--- src/rtl/decode_regfile.sv ---
// Y86-64 decode stage: register ID selection, 15x64 register file with
// E/M/W forwarding, and the E pipeline register.
module decode_regfile #(
    parameter int NREG = 15,
    parameter int W    = 64
) (
    input  logic         clk,
    input  logic         rst_n,
    input  logic [1:0]   D_stat,
    input  logic [3:0]   D_icode,
    input  logic [3:0]   D_ifun,
    input  logic [3:0]   D_rA,
    input  logic [3:0]   D_rB,
    input  logic [W-1:0] D_valC,
    input  logic [W-1:0] D_valP,
    input  logic [3:0]   e_dstE,
    input  logic [W-1:0] e_valE,
    input  logic [3:0]   M_dstE,
    input  logic [3:0]   M_dstM,
    input  logic [W-1:0] M_valE,
    input  logic [W-1:0] m_valM,
    input  logic [3:0]   W_dstE,
    input  logic [3:0]   W_dstM,
    input  logic [W-1:0] W_valE,
    input  logic [W-1:0] W_valM,
    input  logic         E_bubble,
    output logic [3:0]   d_srcA,
    output logic [3:0]   d_srcB,
    output logic [1:0]   E_stat,
    output logic [3:0]   E_icode,
    output logic [3:0]   E_ifun,
    output logic [W-1:0] E_valC,
    output logic [W-1:0] E_valA,
    output logic [W-1:0] E_valB,
    output logic [3:0]   E_dstE,
    output logic [3:0]   E_dstM,
    output logic [3:0]   E_srcA,
    output logic [3:0]   E_srcB
);

    localparam logic [3:0] RNONE = 4'hF;
    localparam logic [3:0] RRSP  = 4'h4;

    typedef struct packed {
        logic [1:0]   stat;
        logic [3:0]   icode;
        logic [3:0]   ifun;
        logic [W-1:0] valC;
        logic [W-1:0] valA;
        logic [W-1:0] valB;
        logic [3:0]   dstE;
        logic [3:0]   dstM;
        logic [3:0]   srcA;
        logic [3:0]   srcB;
    } ereg_t;

    localparam ereg_t BUBBLE = '{stat: 2'd0, icode: 4'h1, ifun: 4'h0,
                                 valC: '0, valA: '0, valB: '0,
                                 dstE: RNONE, dstM: RNONE,
                                 srcA: RNONE, srcB: RNONE};

    logic [3:0]   w_srcA, w_srcB, w_dstE, w_dstM;
    logic [W-1:0] w_rdA, w_rdB, w_valA, w_valB;
    logic [W-1:0] r_regs [NREG];
    ereg_t        r_E, w_Enext;

    always_comb begin
        w_srcA = RNONE;
        w_srcB = RNONE;
        w_dstE = RNONE;
        w_dstM = RNONE;
        case (D_icode)
            4'h2, 4'h4, 4'h6, 4'hA: w_srcA = D_rA;
            4'h9, 4'hB:             w_srcA = RRSP;
            default:                w_srcA = RNONE;
        endcase
        case (D_icode)
            4'h4, 4'h5, 4'h6:       w_srcB = D_rB;
            4'h8, 4'h9, 4'hA, 4'hB: w_srcB = RRSP;
            default:                w_srcB = RNONE;
        endcase
        case (D_icode)
            4'h2, 4'h3, 4'h6:       w_dstE = D_rB;
            4'h8, 4'h9, 4'hA, 4'hB: w_dstE = RRSP;
            default:                w_dstE = RNONE;
        endcase
        case (D_icode)
            4'h5, 4'hB:             w_dstM = D_rA;
            default:                w_dstM = RNONE;
        endcase
    end

    assign w_rdA = (int'(w_srcA) < NREG) ? r_regs[w_srcA] : '0;
    assign w_rdB = (int'(w_srcB) < NREG) ? r_regs[w_srcB] : '0;

    // Youngest producer wins; a source of F reads 0 and never matches.
    function automatic logic [W-1:0] fwd(input logic [3:0] src, input logic [W-1:0] rd);
        if (src == RNONE)       return '0;
        else if (src == e_dstE) return e_valE;
        else if (src == M_dstM) return m_valM;
        else if (src == M_dstE) return M_valE;
        else if (src == W_dstM) return W_valM;
        else if (src == W_dstE) return W_valE;
        else                    return rd;
    endfunction

    always_comb begin
        w_valA = fwd(w_srcA, w_rdA);
        w_valB = fwd(w_srcB, w_rdB);
        if (D_icode == 4'h7 || D_icode == 4'h8)
            w_valA = D_valP;
    end

    // valM beats valE on a shared destination so popq %rsp keeps the loaded value.
    always_ff @(posedge clk or negedge rst_n) begin
        if (!rst_n) begin
            for (int i = 0; i < NREG; i++) r_regs[i] <= '0;
        end else begin
            for (int i = 0; i < NREG; i++) begin
                if (W_dstM == 4'(i))      r_regs[i] <= W_valM;
                else if (W_dstE == 4'(i)) r_regs[i] <= W_valE;
            end
        end
    end

    always_comb begin
        w_Enext = BUBBLE;
        if (!E_bubble) begin
            w_Enext.stat  = D_stat;
            w_Enext.icode = D_icode;
            w_Enext.ifun  = D_ifun;
            w_Enext.valC  = D_valC;
            w_Enext.valA  = w_valA;
            w_Enext.valB  = w_valB;
            w_Enext.dstE  = w_dstE;
            w_Enext.dstM  = w_dstM;
            w_Enext.srcA  = w_srcA;
            w_Enext.srcB  = w_srcB;
        end
    end

    always_ff @(posedge clk or negedge rst_n) begin
        if (!rst_n) r_E <= BUBBLE;
        else        r_E <= w_Enext;
    end

    assign d_srcA  = w_srcA;
    assign d_srcB  = w_srcB;
    assign E_stat  = r_E.stat;
    assign E_icode = r_E.icode;
    assign E_ifun  = r_E.ifun;
    assign E_valC  = r_E.valC;
    assign E_valA  = r_E.valA;
    assign E_valB  = r_E.valB;
    assign E_dstE  = r_E.dstE;
    assign E_dstM  = r_E.dstM;
    assign E_srcA  = r_E.srcA;
    assign E_srcB  = r_E.srcB;

endmodule

--- config.mk ---
export PLATFORM = sky130hd
export DESIGN_NAME = decode_regfile
export DESIGN_NICKNAME = d
export VERILOG_FILES = /design/src/rtl/decode_regfile.sv
export SDC_FILE = /design/constraint.sdc
export NUM_CORES = 2
export LEC_CHECK = 0
export BUFFER_PORTS_ARGS = -buffer_cell sky130_fd_sc_hd__buf_4
export CORE_MARGIN = 2
export CORE_UTILIZATION = 40
export CTS_BUF_LIST = sky130_fd_sc_hd__clkbuf_8
export DETAILED_ROUTE_END_ITERATION = 10
export PLACE_DENSITY = 0.61
export RECOVER_POWER = 25
export SLEW_MARGIN = 15
export SYNTH_ARGS = -nofsm -noshare
export SYNTH_HDL_FRONTEND = slang
export SYNTH_SLANG_ARGS = --single-unit
--- constraint.sdc ---
create_clock -name clk -period 1.95 [get_ports clk]
set_input_delay 0.0975 -clock clk [delete_from_list [all_inputs] [get_ports clk]]
set_output_delay 0.0975 -clock clk [all_outputs]
set_load 0.01 [all_outputs]
Word level (Yosys, flattened, before mapping)
Cells that the tools add are included.
{"block": "word_totals", "regBits": 1178, "input_bits": 489, "out_inout_bits": 226}
{"block": "op_classes", "order_cmp": 4, "eq_ne": 50, "n_mux": 56, "bitwise": 2, "reduce_logical": 24}
{"operator": "$mux W64", "n": 49}
{"operator": "$bmux W64 S4", "n": 2}
{"operator": "$mux W218", "n": 1}
{"operator": "$eq A4 B4 Y1 const B", "n": 20}
{"operator": "$eq A4 B3 Y1 const B", "n": 12}
{"operator": "$eq A4 B4 Y1", "n": 10}
{"operator": "$reduce_bool A2 Y1", "n": 15}
{"operator": "$eq A4 B2 Y1 const B", "n": 6}
{"operator": "$pmux W4 S2", "n": 3}
{"operator": "$ge A5 B5 Y1 const B", "n": 2}
{"operator": "$not A4 Y5", "n": 2}
{"operator": "$eq A4 B1 Y1 const B", "n": 2}
{"operator": "$logic_not A4 Y1", "n": 2}
{"operator": "$lt A4 B4 Y1 const B", "n": 2}
{"operator": "$reduce_or A4 Y1", "n": 2}
{"operator": "$reduce_or A3 Y1", "n": 2}
{"operator": "$mux W4", "n": 1}
{"operator": "$reduce_or A2 Y1", "n": 2}
{"operator": "$logic_or A1 B1 Y1", "n": 1}

Longest topological paths before layout
{"block": "logic_depth", "word_depth": 16, "mapped_depth": 13}

Worst setup path before layout
No wires, ideal clock.
{"block": "synth_path", "kind": "input port to flip-flop", "startpoint": "input D_icode[0]", "endpoint": "register r_E, in the netlist E_valA[57]", "t_arrival_ns": 2.329, "required_ns": 1.816, "slack_ns": -0.513, "path_stages": 12, "cell_sequence": "buf_2 -> or4b_1 -> nand3_2 -> inv_2 -> xnor2_1 -> nor4_1 -> buf_2 -> buf_6 -> buf_2 -> a311oi_2 -> o21ai_1 -> a21oi_1"}
{"element": "start, declared", "line_no": "10", "source": "input logic [3:0] D_icode,"}
{"element": "end signal, assigned", "line_no": "144", "source": "else r_E <= w_Enext;"}
{"element": "end, declared", "line_no": "65", "source": "ereg_t r_E, w_Enext;"}

==> run_results.csv <==
group,metric,value,unit
floorplan,io_pins,715,
grt,grt_pass1_vias,82600,
sta,hold_viol_final,0,
drt,vias,85200,
worst_setup_path,start_kind,"primary input",
drt,drt-vias-per-instance,6.72,
drt,avgRoutedWirePerCell,33.5,um
cells_and_area,post_layout_nonfiller_instances,12700,
place,place_area,0.0912,mm2
yosys,synth_edf_count,0,
outcome,status,"finished, violations left",
floorplan,chipHeight,440,um
worst_setup_path,path_max_fanout,8,
floorplan,die_w,440,um
cells_and_area,fin_area,0.108,mm2
cts,clock_sinks,1178,
cts,htree_levels,4,
sta,tns,-2820,ps
worst_hold_path,min_path_cells,5,
grt,grt_pass1_wl,585000,um
sta,rsz0062_at_grt,"yes",
cts,root_buffer,"clkbuf_8",
worst_setup_path,cpPeakStageDelay,690,ps
grt,grt_max_degree,115,
drt,drt_iter0_markers,13800,
cts,clk_latency,1040,ps
cts,cts_tree,"yes",
cells_and_area,fillCellCount,15900,
worst_setup_path,crit_end,"E_valA[4]$_DFF_PN0_",
sta,max_slew_margin,15.8,%
floorplan,coreArea,0.190,mm2
drt,ant_nets,0,
cts,clkTransAtPathRegs,60,ps
place,pre_cts_ws,-1150,ps
sta,clock.fmax,0.472,GHz
worst_setup_path,r2r-start,"r_regs[772]$_DFFE_PN0P_",
drt,drt-total-wl,425000,um
sta,worst_slack,-171,ps
sta,skew,57.8,ps
run,drv_cap,0,
yosys,postSynth.asyncResetShare,100,%
grt,grt_antenna_before_repair,33,
sta,maxSlewViolCount,0,
yosys,ys_types,72,
worst_setup_path,cp.arrival,3050,ps
place,dp.final_hpwl,264000,um
yosys,syn_inst,8256,
place,place_inst,11200,
cells_and_area,fin_nets,10500,
worst_setup_path,path_class,"in2reg",
worst_setup_path,cpMaxStageDelayCell,"o211ai_1",
grt,grt_usage,41.3,%
worst_setup_path,crit_top_cell,"buf_12",
worst_setup_path,rr_endpoint,"E_valA[4]$_DFF_PN0_",
yosys,avgSynthCellArea,9.22,um2
cells_and_area,regArea,0.0295,mm2
sta,worstMarginPinSlew,1260,ps
power_and_ir_drop,ir_drop,0.566,mV
drt,firstDrtPassIters,10,
worst_setup_path,crit_path_end_kind,"register",
cts,cts-buffers-inserted,211,
worst_setup_path,ff2ff_path_depth,5,
cells_and_area,mostFrequentLayoutCells,"buf_4 (1247), mux2i_1 (1216), dfrtp_1 (1150)",
power_and_ir_drop,pwr_density_cell,806,mW/mm2
sta,period_needed,2120,ps
cells_and_area,multi_input_area,0.0433,mm2
drt,drc_errors,0,
yosys,yosysSeqAreaShare,38.8,%
place,placement.io_buffers,714,
cells_and_area,final_common_cell,"buf_4",
worst_setup_path,worst-path-buf-inv,5,
worst_setup_path,crit_start,"D_icode[0]",
worst_hold_path,hp-class,"in2reg",
cells_and_area,drive_above_1_share,24.7,%
outcome,violations,"setup timing",
sta,finalSetupViolations,56,
yosys,synth.net_count,8745,
floorplan,initial_core_util,40.1,%
worst_setup_path,critPathTopFamily,"compound AO/OA/AOI/OAI gates",
yosys,ys_ff_latch,1178,
cts,cts_max_path_buffers,3,
cells_and_area,area_delta_synth_final,42.1,%
place,gp_congestion,0.998,
yosys,syn_area,0.0761,mm2
sta,finalCritPeriodShare,109,%
worst_setup_path,required,2880,ps
floorplan,num_rows,160,
worst_setup_path,ff2ff_setup_slack,-40,ps
yosys,ys.flop_type,"dfrtp_1",
yosys,ys_warn_count,0,
worst_setup_path,crit_path_cell_trace,"buf_6, buf_12, or4b_4, nand3_4, clkinv_8, nor2_4, buf_12, buf_12, a222oi_1, o211ai_1, o211ai_1, a21oi_1",
worst_setup_path,cp.depth,12,
power_and_ir_drop,p_leak,46.1,nW
floorplan,dieArea,0.194,mm2
grt,gr-total-overflow,0,
==> timing repair <==
| action | in CTS | in global routing |
|---|---|---|
| gates cloned | 0 | 25 |
| setup endpoints to repair | 29 | 203 |
| pin swaps | 7 | 84 |
| hold endpoints to repair | 2356 | 1 |
| hold buffers | 933 | 1 |
| buffers inserted | 14 | 116 |
| gates resized for setup | 16 | 242 |
==> cell usage after synthesis (64+ instances only) <==
library cell,instances,area [um2]
a22o_1,64,561
nor4b_1,64,561
inv_1,67,251
a221oi_1,127,1110
o211ai_1,126,946
o311a_1,64,641
a211oi_1,192,1440
buf_2,121,606
clkbuf_1,776,2910
a22oi_1,65,488
o22ai_1,65,407
nand2_1,1093,4100
nor4_1,70,438
a2bb2oi_1,64,561
a311oi_1,117,1020
nor2b_1,76,475
nor2_1,332,1250
o41ai_1,64,561
dfrtp_1,1161,29100
a221o_1,191,1910
a211o_1,64,561
nor3_1,79,395
a21oi_1,449,2250
mux2_2,68,766
o21ai_0,782,3910
mux4_2,64,1440
mux2i_1,1216,12200
buf_1,120,450
==> state kept, by name, summed over array words and instances, names as in the netlist <==
register,cells
E_ifun,4
E_dstM,4
E_srcB,4
E_srcA,4
E_valC,64
E_valA,64
E_dstE,4
E_stat,2
r_regs,960
E_valB,64
E_icode,4
==> cell families (layout without fill, tap and decap cells) <==
kind of cell | count (synthesis) | in the layout | synth area share, %
compound gates | 2705 | 2705 | 25.1
simple gates | 1785 | 1786 | 10.2
mux | 1348 | 1348 | 18.9
buf+inv | 1204 | 3090 | 6.60
flops | 1178 | 1178 | 38.8
xor+xnor | 36 | 36 | 0.414
other cells | 0 | 24 | 0
==> final cells by class <==
class | count | share of cell area (%)
Antenna cell | 24 | 0.0556
Multi-Input combinational cell | 5875 | 40.1
Sequential cell | 1178 | 27.3
Tap cell | 2511 | 2.91
Inverter | 74 | 0.297
Clock buffer | 278 | 3.54
Clock inverter | 106 | 0.610
Timing Repair Buffer | 2632 | 25.2
==> worst min-delay path: cells and delay by family <==
| kind | cells | cell delay, ps |
|---|---|---|
| AND/OR/NAND/NOR | 2 | 120 |
| buffers and inverters | 3 | 790 |
==> routing by layer <==
layer	wire [um]	track usage [%]	vias up
li1	-	-	34300
met1	146000	49.0	40800
met2	173000	58.6	7724
met3	60400	15.7	2334
met4	44900	35.5	20
met5	144	0	-
==> worst min-delay path by stage <==
stage	from	to	slack, ps
final	D_icode[2]	E_dstE[2]$_DFF_PN1_	40
after global routing	D_icode[2]	E_dstE[2]$_DFF_PN1_	40
after CTS	W_valM[11]	r_regs[843]$_DFFE_PN0P_	0.8
after detailed placement	rst_n	r_regs[188]$_DFFE_PN0P_	40
after global placement	rst_n	r_regs[188]$_DFFE_PN0P_	30
after floorplan	rst_n	E_icode[1]$_DFF_PN0_	-200
==> report_power, final <==
group          leakage (nW)  switching [mW]  internal (mW)
logic                  29.1            14.8           13.1
clock network          2.55            12.1           13.4
registers              14.4            4.48           29.3
total                  46.1            31.4           55.8
==> through the flow <==
step	total power [mW]	hold WS, ps	utilization, %
2_1_floorplan	46.5	-198	-
3_3_place_gp	56.8	32.7	48.1
3_5_place_dp	57.5	35.5	48.1
4_1_cts	84.4	0.782	55.5
5_1_grt	89.8	37.4	57.0
6_report	87.2	39.6	57.0
(Power assumes the default switching activity.)
